<file path="src/rtl/store_buffer.sv">
// Store buffer between the memory stage and the data bus.
// Aligns SB/SH/SW/SWL/SWR stores into a word plus byte strobe (little-endian),
// queues them in a DEPTH-entry FIFO and drains them in order over req/ready.
// Optionally coalesces a store into the tail entry when it targets the same word.
// Also flags misaligned stores and reports loads that hit a pending store's word.
module store_buffer #(
  parameter int DEPTH    = 4,     // power of two, >= 2
  parameter int ADDR_W   = 32,
  parameter bit MERGE_EN = 1'b1
) (
  input  logic              clk,
  input  logic              reset,
  input  logic              st_valid,
  output logic              st_ready,
  input  logic [2:0]        st_op,
  input  logic [ADDR_W-1:0] st_addr,
  input  logic [31:0]       st_data,
  output logic              st_misalign,
  output logic              mem_req,
  input  logic              mem_ready,
  output logic [ADDR_W-1:0] mem_addr,
  output logic [31:0]       mem_wdata,
  output logic [3:0]        mem_wstrb,
  input  logic [ADDR_W-1:0] ld_addr,
  output logic              ld_conflict,
  output logic              empty
);

  localparam int PTR_W = $clog2(DEPTH);
  localparam int CNT_W = PTR_W + 1;
  localparam int WA_W  = ADDR_W - 2;

  localparam logic [2:0] OP_SB  = 3'd0;
  localparam logic [2:0] OP_SH  = 3'd1;
  localparam logic [2:0] OP_SW  = 3'd2;
  localparam logic [2:0] OP_SWL = 3'd3;
  localparam logic [2:0] OP_SWR = 3'd4;

  // Entry storage: word address, aligned data, strobe, valid flag.
  logic [WA_W-1:0]  ent_addr [DEPTH];
  logic [31:0]      ent_data [DEPTH];
  logic [3:0]       ent_strb [DEPTH];
  logic [DEPTH-1:0] ent_valid;

  logic [PTR_W-1:0] head_ptr;
  logic [PTR_W-1:0] tail_ptr;
  logic [PTR_W-1:0] last_ptr;   // most recently written entry
  logic [CNT_W-1:0] count;

  // Alignment results for the offered store.
  logic [1:0]      a;
  logic [31:0]     raw_data;
  logic [31:0]     al_data;
  logic [3:0]      al_strb;
  logic            al_legal;
  logic            al_misalign;
  logic [WA_W-1:0] st_word;

  logic xfer;
  logic do_merge;
  logic do_enq;
  logic do_deq;

  assign a        = st_addr[1:0];
  assign st_word  = st_addr[ADDR_W-1:2];
  assign last_ptr = tail_ptr - PTR_W'(1);

  // Shift the register value into its byte lanes and build the strobe.
  always_comb begin
    // NOTE: every output of this block gets a default first so no path leaves
    // a value unassigned, which would otherwise infer a latch.
    al_strb     = 4'b0000;
    raw_data    = 32'h0;
    al_legal    = 1'b0;
    al_misalign = 1'b0;
    case (st_op)
      OP_SB: begin
        al_legal = 1'b1;
        al_strb  = 4'b0001 << a;
        raw_data = st_data << {a, 3'b000};
      end
      OP_SH: begin
        al_legal    = 1'b1;
        al_misalign = a[0];
        al_strb     = a[1] ? 4'b1100 : 4'b0011;
        raw_data    = a[1] ? (st_data << 16) : st_data;
      end
      OP_SW: begin
        al_legal    = 1'b1;
        al_misalign = (a != 2'b00);
        al_strb     = 4'b1111;
        raw_data    = st_data;
      end
      OP_SWL: begin
        // Left part: the top (a+1) bytes of rt land in lanes a..0.
        al_legal = 1'b1;
        al_strb  = 4'b1111 >> ~a;
        raw_data = st_data >> {~a, 3'b000};
      end
      OP_SWR: begin
        // Right part: the low (4-a) bytes of rt land in lanes 3..a.
        al_legal = 1'b1;
        al_strb  = 4'b1111 << a;
        raw_data = st_data << {a, 3'b000};
      end
      default: begin
        al_legal = 1'b0;
      end
    endcase
  end

  // Unwritten byte lanes are forced to zero.
  always_comb begin
    al_data = 32'h0;
    for (int i = 0; i < 4; i++) begin
      if (al_strb[i]) al_data[8*i +: 8] = raw_data[8*i +: 8];
    end
  end

  assign st_ready = (count != CNT_W'(DEPTH));
  assign xfer     = st_valid & st_ready;
  assign do_deq   = mem_req & mem_ready;

  // Merge only when at least two entries exist, so the tail is never the head
  // currently on the bus and a same-cycle drain cannot race the update.
  assign do_merge = MERGE_EN && xfer && al_legal && !al_misalign
                    && (count >= CNT_W'(2))
                    && (ent_addr[last_ptr] == st_word);
  assign do_enq   = xfer && al_legal && !al_misalign && !do_merge;

  // Pointers, occupancy, valid flags and the misalign pulse.
  always_ff @(posedge clk or posedge reset) begin
    // NOTE: sequential state uses non-blocking assignments so every register
    // samples the pre-edge values regardless of statement order.
    if (reset) begin
      head_ptr    <= '0;
      tail_ptr    <= '0;
      count       <= '0;
      ent_valid   <= '0;
      st_misalign <= 1'b0;
    end else begin
      st_misalign <= xfer && al_legal && al_misalign;
      if (do_deq) begin
        ent_valid[head_ptr] <= 1'b0;
        head_ptr            <= head_ptr + PTR_W'(1);
      end
      if (do_enq) begin
        ent_valid[tail_ptr] <= 1'b1;
        tail_ptr            <= tail_ptr + PTR_W'(1);
      end
      case ({do_enq, do_deq})
        2'b10:   count <= count + CNT_W'(1);
        2'b01:   count <= count - CNT_W'(1);
        default: count <= count;
      endcase
    end
  end

  // Entry payload: written on enqueue, byte-merged into the tail on coalesce.
  always_ff @(posedge clk) begin
    // NOTE: payload arrays carry no reset; an entry is only observed while its
    // valid flag (which is reset) is set, and it is fully written before that.
    if (do_enq) begin
      ent_addr[tail_ptr] <= st_word;
      ent_data[tail_ptr] <= al_data;
      ent_strb[tail_ptr] <= al_strb;
    end else if (do_merge) begin
      ent_strb[last_ptr] <= ent_strb[last_ptr] | al_strb;
      for (int i = 0; i < 4; i++) begin
        if (al_strb[i]) ent_data[last_ptr][8*i +: 8] <= al_data[8*i +: 8];
      end
    end
  end

  assign mem_req   = (count != '0);
  assign empty     = (count == '0);
  assign mem_addr  = {ent_addr[head_ptr], 2'b00};
  assign mem_wdata = ent_data[head_ptr];
  assign mem_wstrb = ent_strb[head_ptr];

  // Load probe: word-granular match against every valid entry.
  always_comb begin
    ld_conflict = 1'b0;
    for (int i = 0; i < DEPTH; i++) begin
      if (ent_valid[i] && (ent_addr[i] == ld_addr[ADDR_W-1:2])) ld_conflict = 1'b1;
    end
  end

  // Byte offset of the load probe is irrelevant at word granularity.
  logic unused_ld_offset;
  assign unused_ld_offset = ^ld_addr[1:0];

endmodule

</file>
<file path="config.mk">
export PLATFORM = sky130hd
export DESIGN_NAME = store_buffer
export DESIGN_NICKNAME = d
export VERILOG_FILES = /design/src/rtl/store_buffer.sv
export SDC_FILE = /design/constraint.sdc
export NUM_CORES = 1
export LEC_CHECK = 0
export CAP_MARGIN = 20
export CORE_ASPECT_RATIO = 0.7
export CORE_MARGIN = 2
export CORE_UTILIZATION = 51
export DETAILED_ROUTE_END_ITERATION = 10
export GPL_TIMING_DRIVEN = 0
export PLACE_DENSITY = 0.77
export SLEW_MARGIN = 20
export SYNTH_ARGS = -nofsm -noshare
export SYNTH_HDL_FRONTEND = slang
export SYNTH_SLANG_ARGS = --single-unit
export TNS_END_PERCENT = 100
</file>
<file path="constraint.sdc">
create_clock -name clk -period 3.9 [get_ports clk]
set_input_delay 0.39 -clock clk [delete_from_list [all_inputs] [get_ports clk]]
set_output_delay 0.39 -clock clk [all_outputs]
set_load 0.01 [all_outputs]
</file>
After elaboration in Yosys (flattened, before gate mapping) --
Memories as Yosys holds them, arrays and structs flattened. Cells that the tools add are included.
Word-level totals: flip-flop bits (word level) 12, bits in latches 0, RAM bits 264, ROM bits 0, input bits 103, output and inout bits 73, word-level logic and storage cells 113, memories 3
Cells by class: add/sub/neg operators 5, $mul 0, div/mod/pow operators 0, magnitude comparators 5, equality and inequality tests 12, shifts and indexed selects 5, muxes and demuxes 48, bitwise gates (word level) 7, reductions and logical operators 23
Memories:
- ent_data | depth 4, width 32, rd ports 1, clocked after memory_dff 0, wr ports 1, RTL line 41 | logic [31:0] ent_data [DEPTH];
- ent_addr | depth 4, width 30, rd ports 6, clocked after memory_dff 0, wr ports 1, RTL line 40 | logic [WA_W-1:0] ent_addr [DEPTH];
- ent_strb | depth 4, width 4, rd ports 2, clocked after memory_dff 0, wr ports 1, RTL line 42 | logic [3:0] ent_strb [DEPTH];
Operators by type and width (number):
- 30-bit == test | 5
- 32-bit one-hot mux with 4 select lines | 1
- 32-bit 2-to-1 mux | 2
- 8-bit 2-to-1 mux | 4
- 32-bit OR reduction | 1
- 32-bit by 5-bit << shifter with 32-bit output | 1
- 32-bit by 5-bit >> shifter with 32-bit output | 1
- 1-bit 2-to-1 mux | 29
- 4-bit 2-to-1 mux | 5
- 4-bit one-hot mux with 5 select lines | 1
- 1-bit logical AND | 12
- 4-bit bitwise OR | 2
- 3-bit by 2-bit == test with 1-bit output (second input constant) | 2
- 3-bit logical NOT | 2
- 2-bit by 3-bit < comparator with 1-bit output (second input constant) | 2
- 3-bit one-hot mux with 2 select lines | 1
- 5-bit OR reduction | 1
- 2-bit by 1-bit adder with 2-bit output (second input constant) | 2
- 4-bit bitwise AND | 1
- 1-bit demux with 2-bit select | 2
- 2-bit by 1-bit >= comparator with 1-bit output (second input constant) | 2
- 2-bit 2-to-1 mux | 2
- 4-bit NOT | 1
- 2-bit nonzero test | 2
- other kinds (19) | 21

Depth between registers and ports, before layout --
Gate-level depths: netlist of the first run.
word-level depth 13, gate-level depth with buffers 20, mapped depth without buffers 15

Worst setup path before layout of the first run --
No wires, ideal clock.
kind register -> register, start reg tail_ptr[0], end mem ent_data[0][10], enable pin, setup time 387 ps, arrival 3347 ps, required time 3513 ps, path slack 167 ps, cell stages (with the launch flop) 15, path buffers 6, period minus slack after synthesis 3733 ps, cells stage by stage dfrtp_1 -> buf_4 -> buf_4 -> inv_2 -> ha_1 -> buf_2 -> buf_2 -> mux4_2 -> xnor2_1 -> nand4_1 -> nor4_1 -> nand4_1 -> buf_2 -> buf_6 -> o31ai_1
On the way: cells in the longest elaborated chain, start to end 10, elaborated cells between the ends (all ways) 23, classes of those cells 1 x add/sub; 1 x eq/ne; 16 x mux; 4 x reduce/logical; 1 x memory
Ends and longest elaborated chain:
- start, declared | RTL line 46 | logic [PTR_W-1:0] tail_ptr;
- start signal, assigned | RTL line 149 | tail_ptr <= tail_ptr + PTR_W'(1);
- 2-bit by 1-bit subtractor with 2-bit output (*) | RTL line 66 | assign last_ptr = tail_ptr - PTR_W'(1);
- via last_ptr[0] | RTL line 47 | logic [PTR_W-1:0] last_ptr;
- memory 4 x 30 bit
- 30-bit == test | RTL line 128 | && (ent_addr[last_ptr] == st_word);
- 1-bit logical AND | RTL line 128
- 1-bit logical NOT | RTL line 129 | assign do_enq = xfer && al_legal && !al_misalign && !do_merge;
- 1-bit logical AND | RTL line 129
- 1-bit 2-to-1 mux | RTL line 163 | if (do_enq) begin
- 1-bit 2-to-1 mux (implied by the code) | RTL line 170 | if (al_strb[i]) ent_data[last_ptr][8*i +: 8] <= al_data[8*i +: 8];
- 32-bit OR reduction (no source line)
- 2-bit 2-to-1 mux (no source line) or 4-bit 2-to-1 mux (tied branches)
- end, declared | RTL line 41
The timed path passes the listed nets; every way through them passes the cells marked *.

Final worst setup path of the first run --
start reg tail_ptr[0], end mem ent_data[3][7], enable pin
The elaborated chain is that of the path after synthesis.

==> results of run 1 <==
==> cell type report <==
cell class / instances / area share (%)
plain buffers: 68 / 2.091
clock buffers: 37 / 4.322
clock inverters: 13 / 0.7833
inverters: 19 / 0.4406
multi-input cells: 548 / 32.97
flip-flops and latches: 276 / 45.99
well taps: 364 / 2.546
repair buffers: 182 / 10.85
==> sequential cells by signal (all words and copies together) (netlist names) <==
register / count
st_misalign: 1
ent_strb: 16
ent_data: 128
tail_ptr: 2
count: 3
ent_addr: 120
head_ptr: 2
ent_valid: 4
==> power by group <==
group	internal, mW	switching (mW)	leakage, nW	total, mW
Clock	1.53	1.15	0.439	2.68
Combinational	2.70	2.71	2.86	5.42
Sequential	3.63	0.193	2.58	3.82
Total	7.86	4.05	5.87	11.9
==> stage by stage <==
step           TNS [ns]  cell area (um2)
2_1_floorplan         0            14170
3_3_place_gp    -344.09            16150
3_5_place_dp    -228.98            16410
4_1_cts               0            17670
5_1_grt          -8.555            17890
6_report        -0.4249            17890
==> cell families (layout without fill, tap and decap cells) <==
| logic type | count (synthesis) | in the layout |
|---|---|---|
| AND/OR/NAND/NOR | 147 | 147 |
| AO/OA/AOI/OAI | 120 | 120 |
| multiplexers | 115 | 115 |
| other | 1 | 2 |
| XOR/XNOR | 154 | 154 |
| adder cells (fa/ha/maj) | 10 | 10 |
| flip-flops | 276 | 276 |
| buffers and inverters | 88 | 319 |
==> critical path, cell delays in order (launching register included) <==
cell and delay (ns):
dfrtp_1 0.40, buf_6 0.15, buf_12 0.13, inv_8 0.08, ha_4 0.20, buf_6 0.14, buf_12 0.15, mux4_2 0.31
xnor2_2 0.19, nand4_1 0.16, nor4_4 0.47, nand4_1 0.22, buf_4 0.24, or4b_1 0.48, o31ai_2 0.13, buf_4 0.21
==> layer usage <==
layer,global-route usage (%),vias to the layer above,part of all wire (%)
li1,-,4083,-
met5,0,-,0
met2,40.11,762,42
met3,9.909,83,14
met1,44.76,4976,41
met4,5.378,0,2.3
==> synth_stat cells, types with 2 or more instances <==
cell type	instances	area, um2
edfxtp_1	264	7928
xnor2_1	104	910.9
mux4_2	97	2185
xor2_1	50	437.9
clkbuf_1	46	172.7
nor2_1	42	157.7
nand4_1	31	193.9
a221oi_1	24	210.2
nand2_1	23	86.33
o31ai_1	20	150.1
nor4_1	18	112.6
a222oi_1	16	160.2
inv_1	16	60.06
mux2i_1	15	150.1
and2_1	14	87.58
a22o_1	12	105.1
dfrtp_1	12	300.3
a211oi_1	10	75.07
a21oi_1	10	50.05
buf_1	9	33.78
ha_1	9	112.6
o21ai_0	9	45.04
buf_2	6	30.03
buf_4	5	37.54
nor3_1	5	25.02
o21ai_1	4	20.02
buf_6	3	33.78
nand3_1	3	15.01
nor2b_1	3	18.77
or4b_1	3	30.03
a21o_1	2	15.01
a2bb2oi_1	2	17.52
inv_2	2	7.510
mux2_2	2	22.52
o32ai_1	2	17.52
==> final timing paths <==
check	depth (start not counted)	from	end	slack, ns
worst max-delay path	15	tail_ptr[0]	ent_data[3][7]	-0.02
worst min-delay path	2	reset	ent_valid[0]	0.27
worst max register to register	15	tail_ptr[0]	ent_data[3][7]	-0.02
worst min register to register	1	count[0]	count[0]	0.50
max in group asynchronous	2	reset	count[2]	3.27
min in group clk	3	st_valid	st_misalign	0.47
==> repair_timing <==
item	4_1_cts	5_1_grt
hold buffers	0	0
setup buffers	9	8
endpoints found under the hold margin	0	0
gates cloned	0	0
setup endpoints to repair	302	207
pin swaps	14	12
gates resized for setup	44	18
==> flow_metrics.tcl, run 1 <==
set metrics [dict create \
    netlist_area_mm2 0.01416 \
    top_level_ports 176 \
    die_width_um 203.2 \
    clock.fmax_mhz 254.8 \
    synth_seq_area_share_pct 58.09 \
    synthFlopType "edfxtp_1" \
    htreeDepth 1 \
    cts_sinks 276 \
    ys_async_sr_fraction_pct 4.348 \
    period_minus_slack_ns 3.924 \
    nNetsFinal 1235 \
    violations "negative setup slack" \
    io_buffers 153 \
    power.total_mw 11.91 \
    synth_compound_area_share_pct 6.643 \
    firstDrtPassIters 7 \
    cp.arrival_ns 4.23 \
    gp_congestion 0.9755 \
    num_vias 9904 \
    wl_um 42810 \
    grt_setup_unrepaired "yes" \
    maxCapViolations 0 \
    drc 0 \
    crit_required_ns 4.21 \
    pre_cts_ws_ns -1.122 \
    synth-simple-area-share_pct 5.380 \
    core_area_mm2 0.02703 \
    cp-end-kind "flop" \
    clock-root-buffer "clkbuf_16" \
    ys_seq_elements 276 \
    vdd_drop_max_mv 0.4554 \
    grt_pass1_vias 9445 \
    antenna_found_initial 0 \
    cts_buffers 27 \
    tightest_slew_ns 1.084 \
    first_iter_violations 1665 \
    worstSetupStartpointType "flop" \
    layout.cells.non_filler 1507 \
    clock_latency_ns 0.56 \
    initial_utilization_pct 52.41 \
    overflow 0 \
    routedWlPerCell_um 28.41 \
    cp_max_fo 10 \
    synth.avg_cell_area_um2 15.55 \
    period_share_pct 100.6 \
    vias_per_cell 6.572 \
    grt_max_degree 22 \
    layout_setup_ws_ns -0.02436 \
    power.leakage_nw 5.873 \
    grt_pass1_wl_um 61330 \
    synth.distinct_cells 53 \
    dieArea_mm2 0.02914 \
    rows 50 \
    dieHeight_um 143.4 \
    clockBufferDepth 3 \
    multi_input_area_mm2 0.005899 \
    post-dp-hpwl_um 31080 \
    finalSetupViolCount 37 \
    worst_hold_slack_ns 0.2745 \
    status "complete, but fails checks" \
    synth_cells 911 \
    power_density_mw_per_mm2 665.9 \
    fin_skew_ns 0.01513 \
    layout_commonest_cell "edfxtp_1" \
    cts_tree "yes" \
    hold_viol 0 \
    drive_gt1_share_pct 20.73 \
    dp.cells 1441 \
    final_cell_mix "edfxtp_1 (264), clkdlybuf4s50_1 (153), xnor2_1 (98), mux4_2 (97), xor2_1 (50)" \
    num_antenna_cells 0 \
    synth_mux_area_share_pct 16.72 \
    ant_nets 0 \
    drv_slew 0 \
    crit_type "reg2reg" \
    maxSlewHeadroom_pct 27.14 \
    fin_util_pct 66.20 \
    yosys.area_share.adder_pct 0.9364 \
    min-delay-path-class "in2async" \
    fillers 1893 \
    syn2layout_area_growth_pct 26.32 \
    synth_top_family_by_area "multiplexers" \
    synth-edff-count 264 \
    synth_xor_area_share_pct 9.523 \
    clk_pin_slew_ns 0.06 \
    grt_use_total_pct 29.03 \
    seq_area_mm2 0.008228 \
    synth_warnings 0 \
]
Power figures use the tool's default switching activity.
==> run 2, diff against run 1 <==
- CORE_UTILIZATION: 51 -> 58
- DONT_BUFFER_PORTS: default -> 1
- PLACE_DENSITY: 0.77 -> 0.76
==> flow_metrics.tcl, run 2 (synthesis gave the netlist of run 1 again) <==
set metrics [dict create \
    seq_area_mm2 0.008229 \
    syn2layout_area_growth_pct 15.75 \
    r2r_setup_slack_ns 0.05 \
    r2r_start "tail_ptr[0]" \
    drv_slew 0 \
    first_iter_violations 1383 \
    clock.fmax_mhz 260.0 \
    num_vias 9460 \
    fin_skew_ns 0.02242 \
    largest_reg_flops 128 \
    gp_congestion 1.020 \
    grt_use_total_pct 31.72 \
    final_cell_mix "edfxtp_1 (264), xnor2_1 (97), mux4_2 (97), xor2_1 (50), clkbuf_1 (49)" \
    reg.largest.list "ent_data x128, ent_addr x120, ent_strb x16" \
    crit_end "ent_data[2][7]" \
    fin_util_pct 68.84 \
    cp-end-kind "flop" \
    htreeDepth 1 \
    clockBufferDepth 3 \
    cts_buffers 27 \
    vias_per_cell 7.097 \
    initial_utilization_pct 59.47 \
    overflow 0 \
    wl_um 40710 \
    clock-root-buffer "clkbuf_16" \
    layout_commonest_cell "edfxtp_1" \
    power.leakage_nw 5.308 \
    num_antenna_cells 0 \
    die_width_um 190.8 \
    cts_sinks 276 \
    clk_pin_slew_ns 0.06 \
    stdcell_area_mm2 0.01639 \
    rows 47 \
    hold_viol 0 \
    maxSlewHeadroom_pct 28.34 \
    power_density_mw_per_mm2 665.8 \
    core_area_mm2 0.02382 \
    min_from "st_op[0]" \
    post-dp-hpwl_um 29140 \
    maxCapViolations 0 \
    antenna_found_initial 0 \
    top_level_ports 176 \
    vdd_drop_max_mv 0.4795 \
    cp.arrival_ns 4.14 \
    cts_tree "yes" \
    routedWlPerCell_um 30.54 \
    dieHeight_um 134.7 \
    status "complete, no violations" \
    worstSetupStartpointType "flop" \
    io_buffers 0 \
    fillers 1559 \
    period_minus_slack_ns 3.847 \
    multi_input_area_mm2 0.005884 \
    worst_hold_slack_ns 0.1769 \
    crit_required_ns 4.19 \
    grt_max_degree 20 \
    clock_latency_ns 0.55 \
    dieArea_mm2 0.02571 \
    ant_nets 0 \
    startpoint "tail_ptr[0]" \
    nNetsFinal 1108 \
    grt_pass1_vias 8780 \
    place_area_mm2 0.01482 \
    min-delay-path-class "in2reg" \
    finalSetupViolCount 0 \
    drc 0 \
    period_share_pct 98.63 \
    regMostFlops "ent_data" \
    crit_type "reg2reg" \
    tightest_slew_ns 1.067 \
    drive_gt1_share_pct 22.07 \
    firstDrtPassIters 7 \
    ff2ff_path_depth 14 \
    grt_pass1_wl_um 58600 \
    worstReg2RegEnd "ent_data[2][7]" \
    cp_max_fo 10 \
]
==> run 2: worst min-delay path by stage <==
stage                              to  slack, ns  depth (start not counted)
after detailed placement     count[0]       0.37                          1
after CTS                 st_misalign       0.15                          3
after global routing      st_misalign       0.15                          3
final                     st_misalign       0.18                          3
after floorplan              count[0]       0.25                          1
after global placement       count[0]       0.37                          1
==> run 2: power breakdown <==
group          leakage [nW]  switching (mW)  internal (mW)
registers              2.58           0.189           3.63
logic                  2.33            2.55           2.01
clock network         0.405            1.13           1.41
total                  5.31            3.86           7.05
==> run 2: worst max-delay path: stages, from the launching register on <==
cell	delay [ns]
dfrtp_1	0.37
buf_6	0.15
clkinv_8	0.06
ha_4	0.26
buf_8	0.14
buf_8	0.18
mux4_2	0.36
xnor2_2	0.20
nand3_1	0.15
nor4_4	0.41
nand4_1	0.23
buf_2	0.26
or4b_1	0.47
o31ai_2	0.14
buf_4	0.22
==> run 2: layout make-up <==
type,count,share of cell area (%)
clock buffer,32,4.236
inverter,19,0.5113
sequential,276,50.19
timing repair buffer,56,3.694
multi-input combinational,548,35.89
tap,318,2.427
clock inverter,17,0.9311
buffer,67,2.114
==> run 2: through the flow <==
stage	instances	power (mW)	setup TNS (ns)	worst slack, ns
after detailed placement	1241	7.872	-206.97	-1.012
final	1333	10.91	0	0.05347
after global placement	1230	7.743	-317.52	-1.417
after CTS	1324	10.65	-0.0002545	-0.0001465
after floorplan	912	6.739	0	0.1665
after global routing	1333	11.29	-0.04235	-0.008981
==> run 2: per-layer routing <==
| metal | wire length, um | vias up | GRT usage [%] |
|---|---|---|---|
| met3 | 6282 | 80 | 13.57 |
| li1 | - | 3836 | - |
| met4 | 799 | 0 | 5.039 |
| met2 | 16550 | 718 | 41.59 |
| met1 | 17080 | 4826 | 49.85 |
| met5 | 0 | - | 0 |
==> run 2: repair_timing <==
item / in CTS / in global routing
endpoints found under the hold margin: 133 / 0
setup buffers: 3 / 9
gates cloned: 0 / 1
hold buffers: 32 / 0
pin swaps: 8 / 17
resized for setup: 39 / 16
setup endpoints to repair: 289 / 217
